**src/rtl/wb_fir_pkg.sv**
```systemverilog
// wb_fir_pkg: shared states, address map and defaults for the WB-to-FIR sequencer
package wb_fir_pkg;
    typedef logic [2:0] state_t;
    localparam state_t IDLE    = 3'd0;
    localparam state_t LW      = 3'd1;
    localparam state_t LR_A    = 3'd2;
    localparam state_t LR_D    = 3'd3;
    localparam state_t SS_PUSH = 3'd4;
    localparam state_t SM_POP  = 3'd5;
    localparam state_t ACK     = 3'd6;
    localparam logic [7:0] WB_PREFIX = 8'h30;
    localparam logic [7:0] SS_ADDR   = 8'h80;
    localparam logic [7:0] SM_ADDR   = 8'h84;
    localparam logic [7:0] LEN_ADDR  = 8'h10;
    localparam logic [31:0] ERR_DATA_DEF = 32'hDEAD_BEEF;
endpackage

```
**src/rtl/wb_fir_axi_sequencer_axi_hs_timer.sv**
```systemverilog
// axi_hs_timer: counts waiting cycles and flags the last one allowed before abort
module axi_hs_timer #(
    parameter int TIMEOUT = 255
) (
    input  logic clk,
    input  logic rst,
    input  logic clr,
    input  logic en,
    output logic expired
);
    localparam int W = $clog2(TIMEOUT + 1);
    logic [W-1:0] cnt;
    assign expired = en && (cnt == W'(TIMEOUT - 1));
    always_ff @(posedge clk) begin
        if (rst || clr) cnt <= '0;
        else if (en && !expired) cnt <= cnt + 1'b1;
    end
endmodule

```
**src/rtl/wb_fir_axi_sequencer.sv**
```systemverilog
// wb_fir_axi_sequencer: turns each Wishbone cycle into one AXI-Lite or AXI-Stream transaction
module wb_fir_axi_sequencer
    import wb_fir_pkg::*;
#(
    parameter int pADDR_WIDTH = 12,
    parameter int pDATA_WIDTH = 32,
    parameter int TIMEOUT = 255,
    parameter logic [31:0] ERR_DATA = ERR_DATA_DEF
) (
    input  logic                   wb_clk_i,
    input  logic                   wb_rst_i,
    input  logic                   wbs_stb_i,
    input  logic                   wbs_cyc_i,
    input  logic                   wbs_we_i,
    input  logic [3:0]             wbs_sel_i,
    input  logic [31:0]            wbs_adr_i,
    input  logic [31:0]            wbs_dat_i,
    output logic                   wbs_ack_o,
    output logic [31:0]            wbs_dat_o,
    output logic                   awvalid,
    output logic                   wvalid,
    output logic                   arvalid,
    output logic                   rready,
    input  logic                   awready,
    input  logic                   wready,
    input  logic                   arready,
    input  logic                   rvalid,
    output logic [pADDR_WIDTH-1:0] awaddr,
    output logic [pADDR_WIDTH-1:0] araddr,
    output logic [pDATA_WIDTH-1:0] wdata,
    input  logic [pDATA_WIDTH-1:0] rdata,
    output logic                   ss_tvalid,
    output logic                   ss_tlast,
    output logic [pDATA_WIDTH-1:0] ss_tdata,
    input  logic                   ss_tready,
    input  logic                   sm_tvalid,
    input  logic                   sm_tlast,
    input  logic [pDATA_WIDTH-1:0] sm_tdata,
    output logic                   sm_tready,
    output logic                   timeout_err
);
    state_t state, state_n, dec;
    logic [pADDR_WIDTH-1:0] adr_q;
    logic [pDATA_WIDTH-1:0] dat_q, len_q, cnt_q;
    logic [31:0] rd_q;
    logic aw_done, w_done, valid, lw_done, hs_done, wait_st, expired, tmo;
    logic unused_ok;
    assign unused_ok = ^{wbs_sel_i, wbs_adr_i, sm_tlast};
    assign valid = wbs_stb_i && wbs_cyc_i && (wbs_adr_i[31:24] == WB_PREFIX);
    assign dec = (wbs_adr_i[7:0] == SS_ADDR && wbs_we_i) ? SS_PUSH :
                 (wbs_adr_i[7:0] == SM_ADDR && !wbs_we_i) ? SM_POP :
                 !wbs_adr_i[7] ? (wbs_we_i ? LW : LR_A) : ACK;
    assign lw_done = (aw_done || awready) && (w_done || wready);
    assign wait_st = state inside {LW, LR_A, LR_D, SS_PUSH, SM_POP};
    assign hs_done = (state == LW) ? lw_done :
                     (state == LR_A) ? arready :
                     (state == LR_D) ? rvalid :
                     (state == SS_PUSH) ? ss_tready :
                     (state == SM_POP) ? sm_tvalid : 1'b0;
    assign tmo = wait_st && !hs_done && expired;
    always_comb begin
        state_n = state;
        if (state == IDLE) state_n = valid ? dec : IDLE;
        else if (state == ACK) state_n = IDLE;
        else if (tmo) state_n = ACK;
        else if (hs_done) state_n = (state == LR_A) ? LR_D : ACK;
    end
    axi_hs_timer #(.TIMEOUT(TIMEOUT)) u_timer (
        .clk(wb_clk_i),
        .rst(wb_rst_i),
        .clr(state_n != state),
        .en(wait_st),
        .expired(expired)
    );
    assign awvalid   = (state == LW) && !aw_done;
    assign wvalid    = (state == LW) && !w_done;
    assign awaddr    = adr_q;
    assign wdata     = dat_q;
    assign arvalid   = state == LR_A;
    assign araddr    = adr_q;
    assign rready    = state == LR_D;
    assign ss_tvalid = state == SS_PUSH;
    assign ss_tdata  = dat_q;
    assign ss_tlast  = ss_tvalid && (len_q != '0) && (cnt_q == len_q - 1'b1);
    assign sm_tready = state == SM_POP;
    assign wbs_ack_o = state == ACK;
    assign wbs_dat_o = wbs_ack_o ? rd_q : '0;
    always_ff @(posedge wb_clk_i) begin
        if (wb_rst_i) begin
            state       <= IDLE;
            adr_q       <= '0;
            dat_q       <= '0;
            rd_q        <= '0;
            aw_done     <= 1'b0;
            w_done      <= 1'b0;
            len_q       <= '0;
            cnt_q       <= '0;
            timeout_err <= 1'b0;
        end else begin
            state <= state_n;
            if (state == IDLE) begin
                aw_done <= 1'b0;
                w_done  <= 1'b0;
                rd_q    <= '0;
                if (valid) begin
                    adr_q <= wbs_adr_i[pADDR_WIDTH-1:0];
                    dat_q <= wbs_dat_i[pDATA_WIDTH-1:0];
                end
            end
            if (awvalid && awready) aw_done <= 1'b1;
            if (wvalid && wready) w_done <= 1'b1;
            if (state == LW && lw_done && adr_q == pADDR_WIDTH'(LEN_ADDR)) len_q <= dat_q;
            if (rready && rvalid) rd_q <= 32'(rdata);
            if (sm_tready && sm_tvalid) rd_q <= 32'(sm_tdata);
            // the sample counter wraps after the last beat of each frame
            if (ss_tvalid && ss_tready) cnt_q <= ss_tlast ? '0 : cnt_q + 1'b1;
            if (tmo) begin
                timeout_err <= 1'b1;
                if (state inside {LR_A, LR_D, SM_POP}) rd_q <= ERR_DATA;
            end
        end
    end
endmodule

```
**config.mk**
```make
export PLATFORM = sky130hd
export DESIGN_NAME = wb_fir_axi_sequencer
export DESIGN_NICKNAME = d
export VERILOG_FILES = /design/src/rtl/wb_fir_pkg.sv /design/src/rtl/wb_fir_axi_sequencer_axi_hs_timer.sv /design/src/rtl/wb_fir_axi_sequencer.sv
export SDC_FILE = /design/constraint.sdc
export NUM_CORES = 1
export LEC_CHECK = 0
export ABC_AREA = 1
export ABC_CLOCK_PERIOD_IN_PS = 2550
export BUFFER_PORTS_ARGS = -buffer_cell sky130_fd_sc_hd__buf_4
export CAP_MARGIN = 20
export CORE_UTILIZATION = 45
export DETAILED_ROUTE_END_ITERATION = 8
export PLACE_DENSITY = 0.71
export SLEW_MARGIN = 20
export SYNTH_ARGS = -nofsm -noshare
export SYNTH_HDL_FRONTEND = slang
export SYNTH_SLANG_ARGS = --single-unit
```
**constraint.sdc**
```tcl
create_clock -name wb_clk_i -period 2.55 [get_ports wb_clk_i]
set_input_delay 0.1275 -clock wb_clk_i [delete_from_list [all_inputs] [get_ports wb_clk_i]]
set_output_delay 0.1275 -clock wb_clk_i [all_outputs]
set_load 0.03 [all_outputs]
```
## Yosys cells after proc, flatten, opt, wreduce, memory -nomap -nowiden

Cells that the tools add are included.

- Register bits: 154
- Input port bits: 144
- Output and inout bits: 129

- Add/subtract/negate cells: 3
- Equality and inequality tests: 13
- Multiplexer cells: 25
- Reduce and logical (&&, ||, !) cells: 35

Operators with widths:

| kind | number |
|---|---|
| 32-bit 2-to-1 mux | 7 |
| 32-bit by 1-bit adder with 32-bit output (second input constant) | 1 |
| 32-bit equality test | 1 |
| 32-bit nonzero test | 1 |
| 32-bit by 1-bit subtractor with 32-bit output (second input constant) | 1 |
| 3-bit 2-to-1 mux | 9 |
| 8-bit equality test (second input constant) | 3 |
| 1-bit logical AND | 20 |
| 12-bit by 5-bit equality test with 1-bit output (second input constant) | 1 |
| 3-bit equality test (second input constant) | 3 |
| 8-bit by 1-bit adder with 8-bit output (second input constant) | 1 |
| 8-bit by 6-bit equality test with 1-bit output (second input constant) | 1 |
| 1-bit 2-to-1 mux | 8 |
| 3-bit by 2-bit equality test with 1-bit output (second input constant) | 2 |
| 1-bit zero test | 5 |
| 5-bit nonzero test | 1 |
| 2-bit nonzero test | 2 |
| 3-bit by 1-bit equality test with 1-bit output (second input constant) | 1 |
| 3-bit zero test | 1 |
| 1-bit logical OR | 3 |
| 3-bit inequality test | 1 |
| 3-bit nonzero test | 1 |
| 2-bit 2-to-1 mux | 1 |
| 2-bit AND reduction | 1 |

## Longest topological paths before layout

Gate-level depths: netlist (run 1).

- Depth after elaboration: 14
- Depth in mapped cells: 17

## Cells and area by module

From an unflattened synthesis (run 1), not the netlist that was laid out.

- Cell total of the unflattened synthesis: 1,462
- Area, all modules: 9,457.8 µm²

Modules (own cells, without submodules):

| module | times used | cells an instance | area an instance (µm²) | sequential area each (µm²) |
|---|---|---|---|---|
| wb_fir_axi_sequencer | 1 | 1,392 | 8,976.1 | 2,922.8 |
| axi_hs_timer | 1 | 70 | 481.7 | 160.2 |

## Worst setup path after synthesis (run 1)

Ideal clock, no wire load.

- Kind: register to output
- From: register state[1]
- To: output port wbs_dat_o[10]
- Arrival time: 2.116 ns
- Required time: 2.423 ns
- Path slack: 0.307 ns
- Cell stages (with the launch flop): 6
- Path buffers: 1
- Path through: dfxtp_1 inv_2 nor3_1 inv_2 clkbuf_1 nor2_1

- Longest elaborated chain between the ends: 2

RTL lines:

| item | line | RTL |
|---|---|---|
| from (decl) | wb_fir_axi_sequencer.sv:42 | `state_t state, state_n, dec;` |
| from (signal assigned) | wb_fir_axi_sequencer.sv:100 | `state <= state_n;` |
| 3-bit equality test | wb_fir_axi_sequencer.sv:86 | `assign wbs_ack_o = state == ACK;` |
| named net wbs_ack_o | wb_fir_axi_sequencer.sv:18 | `output logic wbs_ack_o,` |
| 32-bit 2-to-1 mux | wb_fir_axi_sequencer.sv:87 | `assign wbs_dat_o = wbs_ack_o ? rd_q : '0;` |
| to (decl) | wb_fir_axi_sequencer.sv:19 | `output logic [31:0] wbs_dat_o,` |

The timed path passes the listed nets, and every way through them passes these cells.

## Worst setup path in the final report (run 1)

- From: register len_q[10]
- To: output port ss_tlast

- Longest elaborated chain between the ends: 3
- Elaborated cells on any way between the ends: 5
- Classes of those cells: 1 x add/sub; 1 x eq/ne; 3 x reduce/logical

RTL lines:

| item | line | RTL |
|---|---|---|
| from (decl) | wb_fir_axi_sequencer.sv:44 | `logic [pDATA_WIDTH-1:0] dat_q, len_q, cnt_q;` |
| from (signal assigned) | wb_fir_axi_sequencer.sv:112 | `if (state == LW && lw_done && adr_q == pADDR_WIDTH'(LEN_ADDR)) len_q <= dat_q;` |
| 32-bit by 1-bit subtractor with 32-bit output or 32-bit nonzero test (tied branches) | wb_fir_axi_sequencer.sv:84 | `assign ss_tlast = ss_tvalid && (len_q != '0) && (cnt_q == len_q - 1'b1);` |
| 32-bit equality test or 1-bit logical AND (tied branches) | wb_fir_axi_sequencer.sv:84 |  |
| 1-bit logical AND (*) | wb_fir_axi_sequencer.sv:84 |  |
| to (decl) | wb_fir_axi_sequencer.sv:33 | `output logic ss_tlast,` |

Every way passes the cells marked *; elsewhere a longest branch is shown, timed or not.

==> reports/results.txt, run 1 <==
Initial DRC Count - 526
Synthesis Warnings - 0
1st-pass router iterations - 9
Post-Synth Adder-Cell Area - 0.6805%
CP peak stage delay - 360 ps
n_diodes - 0
RSZ-0062 raised after global routing - yes
worst vdd ir - 430.2 µV
Initial Util - 46.62%
#FFs+latches synth - 154
vias in the first global route - 9774
# port buffers - 255
Post-route DRC - 0
Worst Tran Pin Value - 553.2 ps
HPWL after detailed placement - 20.38 mm
overall power - 5.724 mW
R2R cell count - 14
failing checks - negative setup slack
# IOs - 273
Post-Synth XOR/XNOR Area - 6.016%
Placeable Area - 19720 µm²
final hold vios - 0
Crit Path Category - register to output port
Routed Antenna Nets - 0
maximum clock rate - 0.3842 GHz
routed len/inst - 14.28 µm
status - complete, but fails checks
initial antenna violation count - 0
Seq/Total Area, Yosys - 33.54%
Simple-Gate Fraction of Synth Area - 31.69%
Setup TNS - -52.78 ps
Synth Area in Compound Gates - 14.18%
Post-Synthesis Cells - 1426
Reg-to-Reg Start - len_q[9]
die height - 144.9 µm
post-route worst setup slack - -52.78 ps
hold crit path type - primary input to register
r2r endpoint - cnt_q[8]
share of the synthesized area in the top cell type - 33.54%
WP data arrival - 2480 ps
total track usage - 27.01%
Skew-Pair Late Insertion Delay - 440 ps
Die X - 144.9 µm
# setup viols final - 1
clock sink count - 154
LEAKAGE - 5.981 nW
Most Frequent Cell on Critical Path - nand2_1
Slew Viols, Final - 0
FF-to-FF setup slack - 250 ps
clk root buf - clkbuf_16
synthesized cell area - 9193 µm²
final net count - 1855
top cells by area, synth - dfxtp_1 (34%), nand2_1 (11%), nor2_1 (10%)
Area Overhead vs Synth - 37.28%
Slowest cell on crit path - dfxtp_2
normalized max-slew margin - 62.78%
routed wire length - 28.33 mm
RD Place Congestion - 0.9261
routed vias - 10063
Min Clock Period, post-route - 2603 ps
H-tree levels - 4
cell taking the most area after synthesis - dfxtp_1
largest family of logic cells by synthesized area - simple AND/OR/NAND/NOR gates
critical path startpoint category - register
Hold Path End - rd_q[0]
worst path buffer plus inverter count - 2
clk_skew - 12.81 ps
global-route wire length before repair - 46.51 mm
Hold Startpoint - sm_tdata[0]
mean area per synthesized cell - 6.446 µm²
Synth cell types - 39
Hold Path Depth - 3
syn nets - 1575
crit-path leading delay family - simple AND/OR/NAND/NOR gates
TritonCTS clock tree - yes
Setup crit end kind - output port
row count - 51
Max Cap Viol - 0
grt ovf - 0
mux cell area share after synthesis - 0%
Critical Path RT - 2420 ps
CTS Buf Count - 17
Tcrit/Tclk final - 102.1%
CTS max path bufs - 2
share of layout cells above drive strength 1 - 23.56%
cell area power density - 453.6 nW/µm²
vias per cell - 5.072
Critical Path, Cell by Cell - nor2_1 > nand2_1 > nor2_2 > nand2_2 > nor2_1 > nand2_1 > nand2_1 > nand2_1 > nor2_1 > nand3_1 > nor2_2 > nand3_2 > inv_2 > buf_6
Clock transition at path regs - 70 ps
Crit Path Max Fanout - 4
die area - 21000 µm²
pin count of the biggest net entering global routing - 76
## layout by cell type (no fill, tap or decap), drive strengths merged, types with 2 or more instances in the layout
cell / n
a211oi: 8
a21oi: 60
a31oi: 26
buf: 288
clkbuf: 19
clkinv: 6
clkinvlp: 2
dfxtp: 154
dlygate4sd3: 76
ha: 5
inv: 194
nand2: 278
nand3: 63
nand3b: 7
nand4: 28
nor2: 270
nor3: 23
nor4: 9
o211ai: 25
o21ai: 112
o22ai: 2
or2: 2
xnor2: 23
xnor3: 2
xor2: 35
## per-stage QoR
stage	cell area [µm²]	hold WS (ps)	worst slack (ps)	utilization (%)	cells
after floorplan	9193	272.1	306.8	-	1426
after global placement	11100	379.9	153.3	56.27	1868
after detailed placement	11100	386.0	127.5	56.27	1868
after CTS	12580	15.87	1.279	63.82	1983
after global routing	12620	41.39	-232.4	64.00	1984
final	12620	22.63	-52.78	64.00	1984
## how the worst max path moves through the flow
| stage | startpoint | end | slack [ps] | cells past startpoint |
|---|---|---|---|---|
| 6_report | len_q[10] | ss_tlast | -50 | 14 |
| 5_1_grt | len_q[10] | ss_tlast | -230 | 14 |
| 4_1_cts | len_q[1] | ss_tlast | 1 | 16 |
| 3_5_place_dp | len_q[1] | ss_tlast | 130 | 14 |
| 3_3_place_gp | len_q[1] | ss_tlast | 150 | 16 |
| 2_1_floorplan | state[1] | wbs_dat_o[10] | 310 | 5 |
## registers in the layout, summed over array words and instances (netlist names), 3 cells and up
register,cells
ss_tdata,32
state,3
rd_q,32
len_q,32
u_timer.cnt,8
araddr,12
cnt_q,32
## logic make-up (layout without fill, tap and decap cells)
kind of cell    after synthesis  after routing
compound gates              235            235
xor+xnor                     60             60
fa+ha+maj                     5              5
buf+inv                     292            585
flops                       154            154
simple gates                680            680
## area by class of cell
cell class / count / area, µm²
Sequential cell: 154 / 3097
Tap cell: 265 / 331.6
Clock inverter: 13 / 108.9
Fill cell: 1813 / 7098
Multi-Input combinational cell: 980 / 4952
Clock buffer: 19 / 452.9
Timing Repair Buffer: 364 / 2968
Inverter: 189 / 709.4
## worst min-delay path, stage by stage
cell and delay (ps):
buf_4 110, nand2_1 90, a31oi_1 90
## synth_stat cells
| library cell | number |
|---|---|
| a211oi_1 | 8 |
| a21oi_1 | 60 |
| a22oi_1 | 1 |
| a311oi_1 | 1 |
| a31oi_1 | 26 |
| buf_1 | 2 |
| buf_2 | 4 |
| buf_4 | 45 |
| buf_6 | 1 |
| clkbuf_1 | 51 |
| clkinv_1 | 1 |
| dfxtp_1 | 154 |
| ha_1 | 5 |
| inv_1 | 182 |
| inv_2 | 6 |
| nand2_1 | 272 |
| nand2_2 | 5 |
| nand2_4 | 1 |
| nand3_1 | 59 |
| nand3_2 | 4 |
| nand3b_1 | 7 |
| nand4_1 | 27 |
| nand4_2 | 1 |
| nor2_1 | 251 |
| nor2_2 | 15 |
| nor2_4 | 4 |
| nor3_1 | 20 |
| nor3_2 | 3 |
| nor4_1 | 9 |
| o211ai_1 | 25 |
| o21ai_0 | 107 |
| o21ai_1 | 4 |
| o21ai_2 | 1 |
| o22ai_1 | 2 |
| or2_1 | 1 |
| or2_2 | 1 |
| xnor2_1 | 23 |
| xnor3_1 | 2 |
| xor2_1 | 35 |
## power breakdown
group	total [mW]	switching (mW)	internal [mW]
clock network	2.45	1.13	1.32
registers	2.46	0.0313	2.43
logic	0.808	0.454	0.353
## repair_timing
action	CTS	global route
pin swaps	14	7
hold buffers	76	0
endpoints found under the setup margin	1	16
hold endpoints to repair	76	0
buffers inserted	7	1
gates resized for setup	41	12
## routing by layer
layer	routed length (µm)	vias to the layer above	part of all wire, %	track usage (%)
li1	-	5065	-	-
met1	11470	4615	40	30.85
met2	14440	320	51	48.97
met3	1681	63	5.9	6.101
met4	737	0	2.6	9.415
met5	0	-	0	0
Power figures use the tool's default switching activity.
==> run 2, diff against run 1 <==
Settings changed: PLACE_DENSITY 0.71 to default, PLACE_DENSITY_LB_ADDON from default to 0.12.
==> run 2 against run 1 <==
  * Largest cell class unchanged
  * Largest power group is now the clock network
  * Register-to-register slack gained 20 ps
  * The flow still finishes with violations (negative setup slack)
  * Cell count did not move
  * First-iteration DRC count grew 5.3%
  * Core utilization is essentially flat
  * Hold slack improved by 2.4 ps
  * Sequential power hardly changed
  * Non-clock buffer count stayed put
  * Setup slack worse by 9.3 ps
  * Critical path type unchanged
  * Power grew 2.0%
  * Critical endpoint unchanged
==> reports/results.txt, run 2 (synthesis results as in run 1) <==
vias in the first global route - 9730
Crit Path Category - register to output port
cell area power density - 462.4 nW/µm²
share of layout cells above drive strength 1 - 22.69%
footprint of the multi-input gates - 4950 µm²
pre-CTS setup slack - 142.6 ps
Setup crit end kind - output port
R2R cell count - 17
routed len/inst - 14.20 µm
TritonCTS clock tree - yes
routed wire length - 28.18 mm
overall power - 5.838 mW
Worst Tran Pin Value - 545.2 ps
final non-filler cell total - 1984
hold crit path type - primary input to register
clk root buf - clkbuf_16
LEAKAGE - 5.966 nW
Die X - 144.9 µm
initial antenna violation count - 0
final net count - 1855
routed vias - 10027
RSZ-0062 raised after global routing - yes
worst vdd ir - 448.1 µV
Crit Path Max Fanout - 6
Min Clock Period, post-route - 2612 ps
HPWL after detailed placement - 20.32 mm
status - complete, but fails checks
failing checks - negative setup slack
Routed Antenna Nets - 0
row count - 51
Min Hold Slack - 24.99 ps
Setup TNS - -62.05 ps
maximum clock rate - 0.3828 GHz
Hold Path Depth - 3
Initial Util - 46.62%
most frequent cells in the layout - buf_4 (282), nand2_1 (266), nor2_1 (237)
Skew-Pair Late Insertion Delay - 440 ps
register area - 3088 µm²
# setup viols final - 1
Tcrit/Tclk final - 102.4%
post-route worst setup slack - -62.05 ps
total track usage - 26.89%
die height - 144.9 µm
clk_skew - 14.05 ps
Initial DRC Count - 554
grt ovf - 0
Clock transition at path regs - 70 ps
Post-route DRC - 0
WP data arrival - 2480 ps
dpl cells - 1868
H-tree levels - 4
# IOs - 273
vias per cell - 5.054
# port buffers - 255
Max Cap Viol - 0
n_diodes - 0
pin count of the biggest net entering global routing - 76
Critical Path RT - 2420 ps
commonest non-fill, non-tap cell in the layout - buf_4
Placeable Area - 19720 µm²
global-route wire length before repair - 46.02 mm
normalized max-slew margin - 63.32%
CTS Buf Count - 17
1st-pass router iterations - 7
placed cell area - 11080 µm²
number of fill cells - 1835
CTS max path bufs - 2
final hold vios - 0
critical path startpoint category - register
final instance area - 12630 µm²
RD Place Congestion - 0.9369
clock sink count - 154
final core occ - 64.04%
Area Overhead vs Synth - 37.36%
die area - 21000 µm²
Slew Viols, Final - 0
run 2: cell types whose count changed in the layout (fill, tap and decap cells not counted), sizes merged:
cell      delta
clkinv       -5
clkinvlp     +3
bufinv       +2
clkbuf       +2
inv          -2
run 2: per-layer routing:
metal / track usage [%] / part of all wire [%]
met5: 0 / 0
met2: 48.68 / 51
met3: 5.472 / 5.6
met4: 11.38 / 2.7
met1: 30.41 / 41
run 2: where the power goes:
group	switching, mW	internal (mW)
sequential	0.0337	2.43
combinational	0.452	0.354
clock	1.08	1.48
run 2: what timing repair did:
| action | CTS | global route |
|---|---|---|
| gates cloned | 0 | 0 |
| setup endpoints to repair | 1 | 8 |
| resized for setup | 32 | 13 |
| pin swaps | 11 | 10 |
| hold buffers | 76 | 0 |
| buffers inserted | 6 | 2 |
| hold endpoints to repair | 76 | 0 |
run 2: worst paths after layout:
check,slack [ps],from,end
worst max-delay path,-60,len_q[1],ss_tlast
worst min-delay path,20,wbs_adr_i[7],araddr[7]
worst max register to register,270,len_q[1],cnt_q[30]
worst min register to register,480,timeout_err,timeout_err
run 2: layout make-up:
class | instances | area share (%)
Tap cell | 265 | 2.626
Inverter | 189 | 5.618
Sequential cell | 154 | 24.46
Timing Repair Buffer | 364 | 23.46
Multi-Input combinational cell | 980 | 39.20
Clock inverter | 11 | 1.070
Clock buffer | 21 | 3.567
run 2: worst max-delay path, cell delays in order (launching register included):
cell and delay [ps]:
dfxtp_2 330, inv_2 90, ha_4 170, nand2_4 60, nor2_4 200, buf_6 140, nand4_1 110, nor2_1 150
nand2_1 80, nand2_1 70, nand3_1 90, nor2_1 140, nand3_2 180, inv_2 100, buf_6 130
==> run 3, diff against run 2 <==
Settings changed: CTS_CLUSTER_DIAMETER from default to 80, SYNTH_HIERARCHICAL from default to 1.
==> run 3 against run 2 <==
  * The run still ends with negative setup slack left
  * Cell count is 2.6% higher
  * Register-to-register slack lost 230 ps
  * Clock-buffer cell count fell by 3
  * Clock skew is 0.88 ps higher
  * Largest power group unchanged
  * Via count grew 3.5%
  * Hold slack worse by 12 ps
  * First-iteration DRC count decreased by 6.1%
  * Synthesized cell count is 2.5% higher
  * Non-clock buffer count grew 11
  * Die area increased by 2.8%
  * Sequential power about the same
  * Final area rose by 3.9%
  * Critical path type unchanged
==> reports/results.txt, run 3 <==
syn nets - 1611
Crit Path Max Fanout - 6
HPWL after detailed placement - 22.34 mm
Seq/Total Area, Yosys - 32.60%
vias in the first global route - 9906
Clock transition at path regs - 70 ps
Setup crit end kind - output port
routed len/inst - 15.16 µm
Post-Synthesis Cells - 1462
Skew-Pair Late Insertion Delay - 430 ps
n_diodes - 0
Worst Tran Pin Value - 529.0 ps
routed vias - 10382
total track usage - 28.56%
Max Cap Viol - 0
pin count of the biggest net entering global routing - 80
# port buffers - 255
# setup viols final - 1
global-route wire length before repair - 49.58 mm
CTS Buf Count - 17
CTS max path bufs - 2
post-route worst setup slack - -7.868 ps
failing checks - negative setup slack
clk_skew - 14.93 ps
Area Overhead vs Synth - 38.67%
row count - 52
WP data arrival - 2430 ps
top cells by area, synth - dfxtp_1 (33%), nor2_1 (11%), nand2_1 (10%)
Routed Antenna Nets - 0
hold crit path type - primary input to register
pre-CTS setup slack - 44.31 ps
Placeable Area - 20430 µm²
clock sink count - 154
initial antenna violation count - 0
most frequent cells in the layout - buf_4 (298), nand2_1 (243), nor2_1 (241)
routed wire length - 30.87 mm
clk root buf - clkbuf_16
die area - 21600 µm²
H-tree levels - 4
die height - 147.0 µm
Post-route DRC - 0
maximum clock rate - 0.3910 GHz
cell area power density - 454.2 nW/µm²
EDFF count, synth - 0
normalized max-slew margin - 64.73%
#FFs+latches synth - 154
most numerous cell in the Yosys netlist - nor2_1
final net count - 1902
final hold vios - 0
dpl cells - 1912
worst vdd ir - 369.0 µV
LEAKAGE - 6.173 nW
Setup TNS - -7.868 ps
Crit Path Category - register to output port
grt ovf - 0
status - complete, but fails checks
1st-pass router iterations - 5
Critical Path RT - 2420 ps
Min Hold Slack - 12.58 ps
Synth Flop Type - dfxtp_1
# IOs - 273
Die X - 147.0 µm
share of layout cells above drive strength 1 - 25.48%
final non-filler cell total - 2036
RD Place Congestion - 0.9301
Synth cell types - 44
TritonCTS clock tree - yes
R2R cell count - 16
synthesized cell area - 9458 µm²
mean area per synthesized cell - 6.469 µm²
Initial DRC Count - 520
cell taking the most area after synthesis - dfxtp_1
Slew Viols, Final - 0
Min Clock Period, post-route - 2558 ps
commonest non-fill, non-tap cell in the layout - buf_4
Hold Path Depth - 3
RSZ-0062 raised after global routing - yes
Post-synth top cells - nor2_1 (265), nand2_1 (251), inv_1 (187)
Synthesis Warnings - 6
critical path startpoint category - register
overall power - 5.957 mW
share of the synthesized area in the top cell type - 32.60%
Initial Util - 46.29%
vias per cell - 5.099
Async SR Flop Fraction - 0%
Tcrit/Tclk final - 100.3%
-- run 3: cell count changes after synthesis, sizes merged, moves of 7 or more --
cell / change
xor2: +8
a211oi: -8
nand3: +37
a21oi: -7
xnor2: -12
o21ai: +8
nand2: -11
nor3: -9
nor2: +14
o211ai: +7
-- run 3: kinds of logic after synthesis --
family	synth area share, %
buf+inv	13.90
flops	32.60
xor+xnor	5.636
compound gates	13.80
simple gates	33.40
fa+ha+maj	0.6615
-- run 3: metrics by stage --
stage / util (%) / cell area [µm²]
2_1_floorplan: - / 9458
3_3_place_gp: 55.74 / 11390
3_5_place_dp: 55.74 / 11390
4_1_cts: 62.73 / 12810
5_1_grt: 64.20 / 13120
6_report: 64.20 / 13120
-- run 3: critical path, cell delays in order, from the launching register on --
cell     delay, ps
dfxtp_4        360
inv_4           60
ha_4           170
nand2_4         80
nor2_4         160
buf_12         150
nand2_2         40
nand2_1         60
nand2_1         50
nor2_1         100
nand2_1         70
nor2_2         160
nand3_2        110
nor2_4         150
nand3_4        100
inv_2           60
buf_6          120
-- run 3: area by class of cell --
cell class	instances	area, µm²
Timing Repair Buffer	375	3065
Sequential cell	154	3100
Multi-Input combinational cell	1011	5289
Inverter	194	733.2
Tap cell	270	337.8
Clock inverter	14	150.1
Fill cell	1915	7315
Clock buffer	18	439.2
-- run 3: power breakdown --
group	switching, mW	total [mW]	leakage (nW)	internal, mW
combinational	0.522	0.920	4.63	0.398
clock	1.15	2.56	0.294	1.42
sequential	0.0406	2.48	1.25	2.44
-- run 3: path summary, 6_finish.rpt --
check	start	endpoint	slack, ps
worst max-delay path	len_q[1]	ss_tlast	-8
worst min-delay path	sm_tdata[30]	rd_q[30]	10
worst max register to register	len_q[7]	cnt_q[30]	40
worst min register to register	timeout_err	timeout_err	480
-- run 3: what timing repair did --
item / CTS / global route
buffers inserted: 6 / 15
endpoints found under the setup margin: 1 / 22
cloned: 0 / 1
gates resized for setup: 30 / 54
hold buffers: 70 / 0
pin swaps: 9 / 22
endpoints found under the hold margin: 73 / 0
-- run 3: layer usage --
metal / vias up / global-route usage (%) / part of all wire, %
li1: 5231 / - / -
met1: 4727 / 34.73 / 41
met2: 370 / 50.28 / 50
met3: 54 / 5.155 / 5.9
met4: 0 / 10.21 / 2.5
met5: - / 0 / 0
